$ cat src/rtl/auc_pkg.sv
// rtl/auc_pkg.sv - shared types and constants for the arithmetic-unit issue stage
package auc_pkg;
  localparam int WIDTH_DEF = 4;
  localparam int OP_W_DEF  = 3;
  localparam int CNT_W     = 4;

  typedef enum logic [1:0] {
    ST_IDLE   = 2'b00,
    ST_SETTLE = 2'b01,
    ST_HOLD   = 2'b10
  } state_t;

  // Opcodes decoded by the nand2 core; passed through here untouched.
  localparam logic [2:0] OP_ADD  = 3'd0;
  localparam logic [2:0] OP_SUB  = 3'd1;
  localparam logic [2:0] OP_AND  = 3'd2;
  localparam logic [2:0] OP_NAND = 3'd3;
  localparam logic [2:0] OP_OR   = 3'd4;
  localparam logic [2:0] OP_XOR  = 3'd5;
endpackage

$ cat src/rtl/auc_settle_cnt.sv
// rtl/auc_settle_cnt.sv - loadable down-counter timing the core settle window
module auc_settle_cnt
  import auc_pkg::*;
(
  input  logic             clk,
  input  logic             rst_n,
  input  logic             load,
  input  logic [CNT_W-1:0] load_val,
  input  logic             dec,
  output logic             zero
);

  logic [CNT_W-1:0] cnt;

  always_ff @(posedge clk or negedge rst_n) begin
    if (!rst_n) begin
      cnt <= '0;
    end else if (load) begin
      cnt <= load_val;
    end else if (dec && (cnt != '0)) begin
      cnt <= cnt - 1'b1;
    end
  end

  assign zero = (cnt == '0);

endmodule

$ cat src/rtl/auc_issue_ctrl.sv
// rtl/auc_issue_ctrl.sv - issue operands to the combinational core, wait, capture result
module auc_issue_ctrl
  import auc_pkg::*;
#(
  parameter int WIDTH         = WIDTH_DEF,
  parameter int OP_W          = OP_W_DEF,
  parameter int SETTLE_CYCLES = 2
) (
  input  logic             clk,
  input  logic             rst_n,
  input  logic             in_valid,
  output logic             in_ready,
  input  logic [WIDTH-1:0] in_a,
  input  logic [WIDTH-1:0] in_b,
  input  logic [OP_W-1:0]  in_op,
  input  logic             in_chain,
  output logic [WIDTH-1:0] core_a,
  output logic [WIDTH-1:0] core_b,
  output logic [OP_W-1:0]  core_op,
  input  logic [WIDTH-1:0] core_y,
  input  logic             core_cout,
  output logic             out_valid,
  input  logic             out_ready,
  output logic [WIDTH-1:0] out_y,
  output logic             out_c,
  output logic             out_z,
  output logic             busy
);

  localparam logic [CNT_W-1:0] LOAD_VAL = CNT_W'(SETTLE_CYCLES - 1);

  state_t           state, state_nxt;
  logic             accept, capture, cnt_zero;
  logic [WIDTH-1:0] last_y;

  always_ff @(posedge clk or negedge rst_n) begin
    if (!rst_n) state <= ST_IDLE;
    else        state <= state_nxt;
  end

  always_comb begin
    state_nxt = state;
    in_ready  = 1'b0;
    out_valid = 1'b0;
    accept    = 1'b0;
    capture   = 1'b0;
    case (state)
      ST_IDLE: begin
        in_ready = 1'b1;
        if (in_valid) begin
          accept    = 1'b1;
          state_nxt = ST_SETTLE;
        end
      end
      ST_SETTLE: begin
        if (cnt_zero) begin
          capture   = 1'b1;
          state_nxt = ST_HOLD;
        end
      end
      ST_HOLD: begin
        out_valid = 1'b1;
        if (out_ready) state_nxt = ST_IDLE;
      end
      default: state_nxt = ST_IDLE;
    endcase
  end

  assign busy = (state != ST_IDLE);

  auc_settle_cnt u_settle_cnt (
    .clk      (clk),
    .rst_n    (rst_n),
    .load     (accept),
    .load_val (LOAD_VAL),
    .dec      (state == ST_SETTLE),
    .zero     (cnt_zero)
  );

  // Operands stay frozen on the core from acceptance until the next acceptance.
  always_ff @(posedge clk or negedge rst_n) begin
    if (!rst_n) begin
      core_a  <= '0;
      core_b  <= '0;
      core_op <= '0;
    end else if (accept) begin
      core_a  <= in_chain ? last_y : in_a;
      core_b  <= in_b;
      core_op <= in_op;
    end
  end

  // Zero flag is registered with the result so it never tracks the live core.
  always_ff @(posedge clk or negedge rst_n) begin
    if (!rst_n) begin
      out_y  <= '0;
      out_c  <= 1'b0;
      out_z  <= 1'b1;
      last_y <= '0;
    end else if (capture) begin
      out_y  <= core_y;
      out_c  <= core_cout;
      out_z  <= (core_y == '0);
      last_y <= core_y;
    end
  end

endmodule

$ cat config.mk
export PLATFORM = sky130hd
export DESIGN_NAME = auc_issue_ctrl
export DESIGN_NICKNAME = d
export VERILOG_FILES = /design/src/rtl/auc_pkg.sv /design/src/rtl/auc_settle_cnt.sv /design/src/rtl/auc_issue_ctrl.sv
export SDC_FILE = /design/constraint.sdc
export NUM_CORES = 1
export LEC_CHECK = 0
export ABC_CLOCK_PERIOD_IN_PS = 2800
export CORE_MARGIN = 3
export CORE_UTILIZATION = 40
export CTS_CLUSTER_SIZE = 40
export DETAILED_ROUTE_END_ITERATION = 7
export PLACE_DENSITY = 0.74
export REMOVE_ABC_BUFFERS = 1
export SYNTH_ARGS = -nofsm -noshare
export SYNTH_HDL_FRONTEND = slang
export SYNTH_HIERARCHICAL = 1
export SYNTH_SLANG_ARGS = --single-unit
$ cat constraint.sdc
create_clock -name clk -period 2.8 [get_ports clk]
set_input_delay 0.7 -clock clk [delete_from_list [all_inputs] [get_ports clk]]
set_output_delay 0.7 -clock clk [all_outputs]
set_load 0.02 [all_outputs]
* Yosys cells after proc, flatten, opt, wreduce, memory -nomap -nowiden
Index checks and enable logic that the tools add are counted.
Cells by class: add/subtract/negate cells 1, reductions and logical operators 8, mux-type cells 13, eq/ne operators 5
Operator list (count):
- 2-to-1 mux 4 bit | 3
- zero test 4 bit | 2
- 2-to-1 mux 1 bit | 6
- 2-to-1 mux 2 bit | 3
- != test 2 bit (second input constant) | 3
- one-hot mux 2 bit (3 select lines) | 1
- nonzero test 2 bit | 2
- nonzero test 4 bit | 1
- subtractor 4 x 1 -> 4 bit (second input constant) | 1
- AND reduction 3 bit | 1
- equality test 2 x 1 -> 1 bit (second input constant) | 1
- equality test 2 bit (second input constant) | 1
- zero test 2 bit | 1
- logical AND 1 bit | 1
Storage, ports and cells: bits of input ports 21, output and inout port bits 20, register bits after elaboration 23, logic and storage cells 35

* Logic depth before layout (Yosys ltp)
Gate-level depths: netlist of run 1.
word-level depth 4, mapped depth 5, gate-level depth less buffers 5

* By module
Netlist of run 1, hierarchy kept.
Modules (own cells, without submodules):
- auc_issue_ctrl | times used 1, seq. area each 476.7 sq um, area each 815.8 sq um, cells an instance 54
- auc_settle_cnt | times used 1, seq. area each 100.1 sq um, area each 270.3 sq um, cells an instance 27

* Least setup slack after synthesis of run 1
Ideal clock, no wire load.
kind in2reg, start in in_valid, end reg u_settle_cnt.cnt[1], path buffers 2, setup slack 1.005 ns, data arrival time 1.714 ns, library setup time 0.080 ns, stages 5, required time 2.720 ns, cell sequence nor3b_4 > buf_6 > buf_6 > or4_1 > o211ai_2
On the way: cells in the longest elaborated chain, start to end 3, elaborated cells between the ends (all ways) 4, classes of those cells 3 x mux; 1 x reduce/logical
RTL lines:
- from (decl) | line auc_issue_ctrl.sv:11 | input logic in_valid,
- 2-to-1 mux 1 bit (*) | line auc_issue_ctrl.sv:50 | if (in_valid) begin
- 2-to-1 mux 1 bit (*) | line auc_issue_ctrl.sv:47 | case (state)
- via accept | line auc_issue_ctrl.sv:33 | logic accept, capture, cnt_zero;
- 2-to-1 mux 4 bit / nonzero test 2 bit (equally long branches)
- to (signal assigned) | line auc_settle_cnt.sv:19 | cnt <= load_val;
- to (signal assigned) | line auc_settle_cnt.sv:21 | cnt <= cnt - 1'b1;
- to (decl) | line auc_settle_cnt.sv:13 | logic [CNT_W-1:0] cnt;
The timed path passes the listed nets; every way through them passes the cells marked *. A chain may end at the register's enable or synchronous reset.

* Final worst setup path of run 1
start reg state[1], end out in_ready
On the way: cells in the longest elaborated chain, start to end 2
RTL lines:
- from (decl) | line auc_issue_ctrl.sv:32 | state_t state, state_nxt;
- from (signal assigned) | line auc_issue_ctrl.sv:38 | else state <= state_nxt;
- zero test 2 bit | line auc_issue_ctrl.sv:47
- 2-to-1 mux 1 bit | line auc_issue_ctrl.sv:47
- to (decl) | line auc_issue_ctrl.sv:12 | output logic in_ready,
Every way passes these cells.

==> results of run 1 <==
where the power goes:
group | leakage, nW | internal [mW] | total [mW] | switching, mW
clock | 0.0150 | 0.0555 | 0.146 | 0.0904
sequential | 0.272 | 0.507 | 0.631 | 0.124
combinational | 0.372 | 0.560 | 1.00 | 0.445
flip-flops by register name, indices dropped and copies added, names as in the netlist:
signal,count
core_a,4
core_b,4
last_y,4
u_settle_cnt/cnt,4
core_op,3
state,2
out_c,1
out_z,1
stage by stage:
stage                     power (mW)  utilization, %  cells  hold slack, ns  area (um2)
after CTS                       1.81            62.0    157           0.527        1560
after detailed placement        1.65            60.9    153           0.499        1540
final                           1.78            62.0    157           0.521        1560
after floorplan                 1.21               -     81           0.404        1070
after global placement          1.63            60.9    153           0.492        1540
after global routing            1.91            62.0    157           0.547        1560
cells in the final DEF (no fill, tap or decap):
master,synthesis,layout
clkdlybuf4s50_1,0,40
buf_4,0,1
or4_1,1,1
mux2_2,21,21
clkbuf_4,0,3
ha_1,1,1
nor4b_2,1,1
o21ai_0,3,3
or2_2,1,1
nand2_1,3,3
inv_1,6,6
o211ai_2,1,1
nor3b_4,1,1
and4b_1,1,1
clkbuf_1,0,1
nor3b_1,1,1
nand3b_2,1,1
o21a_1,1,1
conb_1,2,4
and2b_2,1,1
a21o_2,1,1
dfrtp_1,22,22
or2b_1,2,2
dfstp_2,1,1
nor4_1,1,1
buf_12,0,1
nor3b_2,1,1
nor3_1,2,2
a221o_1,1,1
a21oi_1,1,1
o31a_1,1,1
layer usage:
layer / vias up / track usage (%) / wire length, um
li1: 376 / - / -
met1: 376 / 16.8 / 897
met2: 24 / 23.4 / 1030
met3: 0 / 6.01 / 157
met4: 0 / 3.64 / 0
met5: - / 0 / 0
final cells by class:
class | instances | area, um2
flip-flops and latches | 23 | 577
well taps | 30 | 37.5
fillers | 206 | 960
clock buffers | 4 | 26.3
repair buffers | 42 | 428
inverters | 6 | 22.5
multi-input cells | 52 | 472
logic make-up (layout without fill, tap and decap cells):
group / count (synthesis) / in the layout / synth area share (%)
flops: 23 / 23 / 53.1
mux: 21 / 21 / 21.8
simple gates: 17 / 17 / 12.9
fa+ha+maj: 1 / 1 / 1.15
compound gates: 9 / 9 / 6.22
buf+inv: 8 / 52 / 4.15
other cells: 2 / 4 / 0.692
final timing paths:
| kind | start | end | cells past startpoint |
|---|---|---|---|
| min in group asynchronous | rst_n | core_a[0]$_DFFE_PN0P_ | 2 |
| worst max-delay path | state[1]$_DFFE_PN0P_ | in_ready | 3 |
| worst min-delay path | core_op[0]$_DFFE_PN0P_ | core_op[0]$_DFFE_PN0P_ | 1 |
| worst max register to register | u_settle_cnt/cnt[0]$_DFFE_PN0P_ | last_y[2]$_DFFE_PN0P_ | 5 |
| max in group asynchronous | rst_n | out_z$_DFFE_PN1P_ | 2 |
| worst min register to register | core_op[0]$_DFFE_PN0P_ | core_op[0]$_DFFE_PN0P_ | 1 |
worst max-delay path, stage by stage (launching register included):
cell and delay, ns:
dfrtp_1 0.45, or2_2 0.32, inv_1 0.05, clkdlybuf4s50_1 0.59
==> impl_metrics.toml, run 1 <==
[run_status]
run_status = "completed"

[logic_synthesis]
synth.top_cells.by_count = "22 x dfrtp_1, 21 x mux2_2, 6 x inv_1, 3 x nand2_1, 3 x o21ai_0"
cell_count_after_synthesis = 81
post-synth-top-area-fraction_pct = 50.7
cell_area_after_technology_mapping_mm2 = 0.00109
syn_area_per_cell_um2 = 13.4
post_synth_num_cell_types = 27
main_synth_ff_type = "dfrtp_1"
synth-seq-area-share_pct = 53.1
yosys_register_bits = 23
synth_most_common_cell = "dfrtp_1"
synthTopCellsByArea = "dfrtp_1 51%, mux2_2 22%, dfstp_2 2.4%"
synth-async-reset-ratio_pct = 100
synth-edff-count = 0
synth_area_leader_cell = "dfrtp_1"
yosys_warnings = 6

[cts]
insertion_delay_ns = 0.30
path_clk_slew_ns = 0.12
clockRootBuffer = "clkbuf_4"
postCtsResizedCells = 0
cts-buffers-inserted = 3
cts_htree_levels = 1
cts_tree = "done"
post-cts-setup-buffers = 0
clock_sinks = 23
cts_hold_repair_buffers = 0
max-clock-path-buffers = 2

[sta]
setup_total_negative_slack_ns = 0
hold_viol_final = 0
fin_crit_sh_pct = 86.4
fmax_mhz = 413
setup_slack_ns = 0.381
setup_viol = 0
skew_ns = 0.0118
grt_setup_unrepaired = "no"
final-max-slew-violation-count = 0
period_minus_slack_ns = 2.42

[global_route]
grtUsageTotal_pct = 14.1
number_of_antenna_violations_at_the_first_check_in_global_routing = 0
grt_start_max_net_pins = 24
wire_length_of_the_first_global_routing_pass_um = 3620
grt_pass1_vias = 844
overflow = 0

[floorplan]
floorplan.initialDensity_pct = 43.1
width_of_the_die_um = 58.1
core_area_mm2 = 0.00252
top_level_ports = 41
dieArea_mm2 = 0.00338
die_y_um = 58.1
placementRows = 18

[flow_run]
drv.max_cap_violation_count = 0

[layout]
finalNetCount = 150
insertedDiodeCount = 0
layout-area-overhead-vs-synth_pct = 43.9
share_of_final_layout_standard_cells_stronger_than_drive_strength_1_pct = 27.6

[detailed_routing]
postRouteAntennaNets = 0
drc_errors = 0
total_routed_length_um = 2080
initial_drc_count = 16
wl_per_cell_um = 13.3
post_drt_via_cell_ratio = 4.94
number_of_vias_in_the_routed_layout = 776
firstDrtPassIters = 2

[setup_path]
timing.critical_path.required_ns = 2.10
reg2reg_setup_slack_ns = 1.00
cp-start-kind = "flop"
cp-end-kind = "output pin"
setup.worst_path.class = "reg2out"
worstPathMaxFanout = 5
worst-endpoint-arrival_ns = 1.72

[placement]
finalWeightedCongestion = 0.672
dp.final_hpwl_um = 1670
io_buffers = 40
pre_cts_slack_ns = 0.580

[power_and_ir_drop]
vdd_drop_max_v = 0.000672
leakagePower_nw = 0.659
power_per_cell_area_mw_per_mm2 = 1140

[min_path]
timing.hold.worst.class = "reg2reg"
(Power assumes the default switching activity.)
==> run 2, diff against run 1 <==
--- a/config.mk
+++ b/config.mk
@@ -5,13 +5,14 @@
 export SDC_FILE = /design/constraint.sdc
 export NUM_CORES = 1
 export LEC_CHECK = 0
-export ABC_CLOCK_PERIOD_IN_PS = 2800
+export ABC_CLOCK_PERIOD_IN_PS = 2100
 export CORE_MARGIN = 3
-export CORE_UTILIZATION = 40
+export CORE_UTILIZATION = 39
 export CTS_CLUSTER_SIZE = 40
 export DETAILED_ROUTE_END_ITERATION = 7
-export PLACE_DENSITY = 0.74
+export PLACE_DENSITY = 0.75
 export REMOVE_ABC_BUFFERS = 1
+export SETUP_SLACK_MARGIN = 0.4
 export SYNTH_ARGS = -nofsm -noshare
 export SYNTH_HDL_FRONTEND = slang
 export SYNTH_HIERARCHICAL = 1
==> constraint.sdc (replaced) <==
create_clock -name clk -period 2.1 [get_ports clk]
set_input_delay 0.525 -clock clk [delete_from_list [all_inputs] [get_ports clk]]
set_output_delay 0.525 -clock clk [all_outputs]
set_load 0.02 [all_outputs]
==> run 2 against run 1 <==
Net effect:
- design area increased by 3.0%
- power is 36% higher
- flip-flop and latch count stayed put
- clock skew down 0.0069 ns
- via count rose by 3.7%
- register-to-register slack got worse by 0.59 ns
- largest cell class unchanged
- non-clock buffer count is 6 higher
- critical path type is now reg2reg
- largest power group unchanged
- critical path depth rose by 3
- final cell count up 3.8%
- clock power up 38%
==> impl_metrics.toml, run 2 (same netlist as run 1, synthesis figures left out) <==
[floorplan]
top_level_ports = 41
placementRows = 18
floorplan.initialDensity_pct = 42.3
die_y_um = 58.8
core_area_mm2 = 0.00257
dieArea_mm2 = 0.00345
width_of_the_die_um = 58.8

[global_route]
overflow = 0
grt_pass1_vias = 891
grtUsageTotal_pct = 15.5
wire_length_of_the_first_global_routing_pass_um = 4030
grt_start_max_net_pins = 24
number_of_antenna_violations_at_the_first_check_in_global_routing = 0

[detailed_routing]
post_drt_via_cell_ratio = 4.94
wl_per_cell_um = 14.9
number_of_vias_in_the_routed_layout = 805
postRouteAntennaNets = 0
initial_drc_count = 11
firstDrtPassIters = 4
total_routed_length_um = 2430
drc_errors = 0

[power_and_ir_drop]
vdd_drop_max_v = 0.00109
power.share.combinational_pct = 57.4
p_clk_share_pct = 8.3
sw_frac_of_total_pct = 39.2
power_report.internal_total_mw = 1.47
power.net_switching_mw = 0.951
leakagePower_nw = 0.735
share_seq_of_total_power_pct = 34.2
power_per_cell_area_mw_per_mm2 = 1510
total_power_after_layout_mw = 2.42

[cts]
path_clk_slew_ns = 0.12
max-clock-path-buffers = 2
cts-buffers-inserted = 3
clock_sinks = 23
cts_tree = "done"
cts_hold_repair_buffers = 0
insertion_delay_ns = 0.30
clockRootBuffer = "clkbuf_4"
cts_htree_levels = 1

[flow_run]
drv.max_cap_violation_count = 0

[sta]
fmax_mhz = 593
hold_viol_final = 0
fin_crit_sh_pct = 80.2
skew_ns = 0.00491
grt_setup_unrepaired = "yes"
setup_total_negative_slack_ns = 0
setup_viol = 0
period_minus_slack_ns = 1.69
final-max-slew-violation-count = 0

[setup_path]
worst-endpoint-arrival_ns = 1.92
timing.critical_path.required_ns = 2.34
worstRegToRegCells = 6
cp-end-kind = "flop"
worstPathMaxFanout = 5
setup.worst_path.class = "reg2reg"
cp-start-kind = "flop"

[placement]
finalWeightedCongestion = 0.689
dp.final_hpwl_um = 1790
place.detailed.instances = 154
io_buffers = 40

[layout]
most-common-layout-cells = "22 x dfrtp_1, 21 x mux2_2, 20 x clkdlybuf4s50_1"
insertedDiodeCount = 0
leading_cell_type_in_the_layout_fill_and_taps_excluded = "dfrtp_1"
layout-area-overhead-vs-synth_pct = 48.3
final_cells = 163
share_of_final_layout_standard_cells_stronger_than_drive_strength_1_pct = 34.6
finalNetCount = 156

[min_path]
min_path_cells = 1
timing.hold.worst.class = "reg2reg"

[run_status]
run_status = "completed"
## run 2: cell types whose count changed in the layout (fill, tap and decap cells not counted), moves of 3 or more
cell,before,now
clkdlybuf4s50_1,40,20
buf_6,0,3
buf_4,1,7
dlygate4sd2_1,0,16
## run 2: area by class of cell
type                       count  area, um2
fill                         223        957
sequential                    23        577
multi-input combinational     52        489
timing repair buffer          48        458
tap                           30       37.5
clock buffer                   4       26.3
inverter                       6       22.5
## run 2: stage by stage
stage                     area (um2)  worst slack, ns  utilization (%)  hold WS (ns)
after global placement          1540            0.147             60.1         0.491
after CTS                       1580            0.382             61.6         0.524
after floorplan                 1070            0.446                -         0.229
after global routing            1610            0.363             62.7         0.543
final                           1610            0.415             62.7         0.518
after detailed placement        1540            0.117             60.1         0.495
## run 2: timing repair
| action | CTS | global route |
|---|---|---|
| resized for setup | 36 | 5 |
| pin swaps | 0 | 1 |
| setup buffers | 3 | 2 |
| endpoints found under the hold margin | 0 | 0 |
| setup endpoints to repair | 26 | 8 |
## run 2: power by group through the flow
stage	clock network (mW)	logic [mW]	registers [mW]
3_5_place_dp	0	1.38	0.852
6_report	0.202	1.39	0.830
2_1_floorplan	0	0.577	1.04
4_1_cts	0.214	1.34	0.832
3_3_place_gp	0	1.35	0.844
5_1_grt	0.229	1.50	0.861
## run 2: final timing paths
check	start	endpoint	slack (ns)
worst max-delay path	u_settle_cnt/cnt[0]$_DFFE_PN0P_	u_settle_cnt/cnt[1]$_DFFE_PN0P_	0.41
worst min-delay path	out_c$_DFFE_PN0P_	out_c$_DFFE_PN0P_	0.52
worst max register to register	u_settle_cnt/cnt[0]$_DFFE_PN0P_	u_settle_cnt/cnt[1]$_DFFE_PN0P_	0.41
worst min register to register	out_c$_DFFE_PN0P_	out_c$_DFFE_PN0P_	0.52
max in group asynchronous	rst_n	out_z$_DFFE_PN1P_	1.26
min in group asynchronous	rst_n	core_op[0]$_DFFE_PN0P_	0.56
## run 2: routing by layer
| layer | routed length (um) | GRT usage [%] | vias up | share of wire [%] |
|---|---|---|---|---|
| li1 | - | - | 387 | - |
| met1 | 1040 | 20.9 | 394 | 43 |
| met2 | 1220 | 24.9 | 24 | 50 |
| met3 | 166 | 3.73 | 0 | 6.8 |
| met4 | 0 | 3.88 | 0 | 0 |
| met5 | 0 | 0 | - | 0 |
## run 2: worst max-delay path, stage by stage, from the launching register on
cell and delay [ns]:
dfrtp_1 0.45, inv_1 0.07, ha_1 0.25, nor3b_4 0.18, buf_4 0.16, or4_1 0.42
o211ai_2 0.09
==> run 3, diff against run 2 <==
--- a/config.mk
+++ b/config.mk
@@ -5,7 +5,7 @@
 export SDC_FILE = /design/constraint.sdc
 export NUM_CORES = 1
 export LEC_CHECK = 0
-export ABC_CLOCK_PERIOD_IN_PS = 2100
+export ABC_CLOCK_PERIOD_IN_PS = 1500
 export CORE_MARGIN = 3
 export CORE_UTILIZATION = 39
 export CTS_CLUSTER_SIZE = 40
==> constraint.sdc (replaced) <==
create_clock -name clk -period 1.5 [get_ports clk]
set_input_delay 0.375 -clock clk [delete_from_list [all_inputs] [get_ports clk]]
set_output_delay 0.375 -clock clk [all_outputs]
set_load 0.02 [all_outputs]
==> run 3 against run 2 <==
Net effect:
- the flow now finishes with violations (negative setup slack)
- maximum frequency grew 8.9%
- combinational power grew 94%
- largest cell class is now buffers
- utilization grew 9.1 points
- final cell count grew 9.8%
- critical endpoint is now core_a[2]$_DFFE_PN0P_
==> impl_metrics.toml, run 3 (same netlist as run 1, synthesis figures left out) <==
[run_status]
run_status = "complete, but fails checks"
violations = "negative setup slack"

[power_and_ir_drop]
power_per_cell_area_mw_per_mm2 = 2280
total_power_after_layout_mw = 4.20
vdd_drop_max_v = 0.00189
leakagePower_nw = 0.846

[placement]
dp.final_hpwl_um = 1940
io_buffers = 40
finalWeightedCongestion = 0.730

[setup_path]
cp-start-kind = "flop"
setup.worst_path.class = "reg2reg"
worst-endpoint-arrival_ns = 1.77
worstPathMaxFanout = 6
critical_path.slowest_cell = "dfrtp_1"
cell_by_cell_listing_of_the_critical_path = "buf_4 > nor3b_4 > buf_6 > buf_12 > mux2_2"
cp-end-kind = "flop"
cpPeakStageDelay_ns = 0.43
worstRegToRegCells = 5
timing.critical_path.required_ns = 1.73

[detailed_routing]
postRouteAntennaNets = 0
post_drt_via_cell_ratio = 4.99
firstDrtPassIters = 4
wl_per_cell_um = 15.8
total_routed_length_um = 2830
number_of_vias_in_the_routed_layout = 893
initial_drc_count = 18
drc_errors = 0

[floorplan]
top_level_ports = 41
dieArea_mm2 = 0.00345
floorplan.initialDensity_pct = 42.3
placementRows = 18
die_y_um = 58.8
width_of_the_die_um = 58.8
core_area_mm2 = 0.00257

[sta]
setup_slack_ns = -0.0476
skew_ns = 0.00875
setup_viol = 15
hold_viol_final = 0
grt_setup_unrepaired = "yes"
period_minus_slack_ns = 1.55
fin_hold_ws_ns = 0.383
fmax_mhz = 646
final-max-slew-violation-count = 0
fin_crit_sh_pct = 103

[global_route]
grt_pass1_vias = 958
grtUsageTotal_pct = 18.5
overflow = 0
wire_length_of_the_first_global_routing_pass_um = 4810
number_of_antenna_violations_at_the_first_check_in_global_routing = 0
grt_start_max_net_pins = 24

[cts]
cts_hold_repair_buffers = 0
cts_tree = "done"
clockRootBuffer = "clkbuf_4"
insertion_delay_ns = 0.32
max-clock-path-buffers = 2
cts-buffers-inserted = 3
clock_sinks = 23
cts_htree_levels = 1
path_clk_slew_ns = 0.13

[flow_run]
drv.max_cap_violation_count = 0

[layout]
layout-area-overhead-vs-synth_pct = 69.7
most-common-layout-cells = "25 x buf_6, 22 x dfrtp_1, 21 x mux2_2"
share_of_final_layout_standard_cells_stronger_than_drive_strength_1_pct = 57.7
finalNetCount = 172
insertedDiodeCount = 0
leading_cell_type_in_the_layout_fill_and_taps_excluded = "buf_6"

[min_path]
timing.hold.worst.class = "in2async"
run 3: repair_timing:
action | 4_1_cts | 5_1_grt
buffers inserted | 6 | 6
cloned | 1 | 0
endpoints found under the setup margin | 43 | 43
pin swaps | 1 | 2
endpoints found under the hold margin | 0 | 0
gates resized for setup | 132 | 9
run 3: routing by layer:
| layer | global-route usage, % | vias up | wire length, um |
|---|---|---|---|
| met5 | 0 | - | 0 |
| met4 | 1.94 | 0 | 8 |
| met3 | 6.36 | 3 | 165 |
| met2 | 33.3 | 27 | 1590 |
| met1 | 22.1 | 444 | 1070 |
| li1 | - | 419 | - |
run 3: critical path: cells and delay by family, from the launching register on:
kind	cells	cell delay (ns)
DFF	1	0.43
muxes	1	0.33
buffers and inverters	3	0.46
and+or+nand+nor	1	0.24
run 3: worst paths after layout:
| path | from | endpoint | slack, ns |
|---|---|---|---|
| max reg2reg | state[0]$_DFFE_PN0P_ | core_a[2]$_DFFE_PN0P_ | -0.05 |
| min in group clk | core_a[3]$_DFFE_PN0P_ | core_a[3]$_DFFE_PN0P_ | 0.55 |
| max in group asynchronous | rst_n | out_z$_DFFE_PN1P_ | 0.82 |
| min reg2reg | core_a[3]$_DFFE_PN0P_ | core_a[3]$_DFFE_PN0P_ | 0.55 |
| max | state[0]$_DFFE_PN0P_ | core_a[2]$_DFFE_PN0P_ | -0.05 |
| min | rst_n | core_op[0]$_DFFE_PN0P_ | 0.38 |
run 3: area by class of cell:
type	count	area (um2)
Clock buffer	3	22.5
Clock inverter	1	7.51
Fill cell	196	724
Inverter	6	25.0
Multi-Input combinational cell	52	517
Sequential cell	23	577
Tap cell	30	37.5
Timing Repair Buffer	64	657
run 3: stage by stage:
step,std cells,utilization [%],worst slack (ns),cell area (um2),TNS (ns)
2_1_floorplan,81,-,-0.0649,1070,-0.541
3_3_place_gp,162,62.5,-0.280,1600,-3.91
6_report,179,71.8,-0.0476,1840,-0.461
3_5_place_dp,162,62.5,-0.323,1600,-4.28
4_1_cts,173,68.8,-0.0350,1770,-0.420
5_1_grt,179,71.8,-0.111,1840,-1.73
run 3: where the power goes:
part / switching [mW] / internal [mW] / leakage, nW
clock: 0.197 / 0.102 / 0.0139
combinational: 1.11 / 1.58 / 0.560
sequential: 0.262 / 0.948 / 0.272
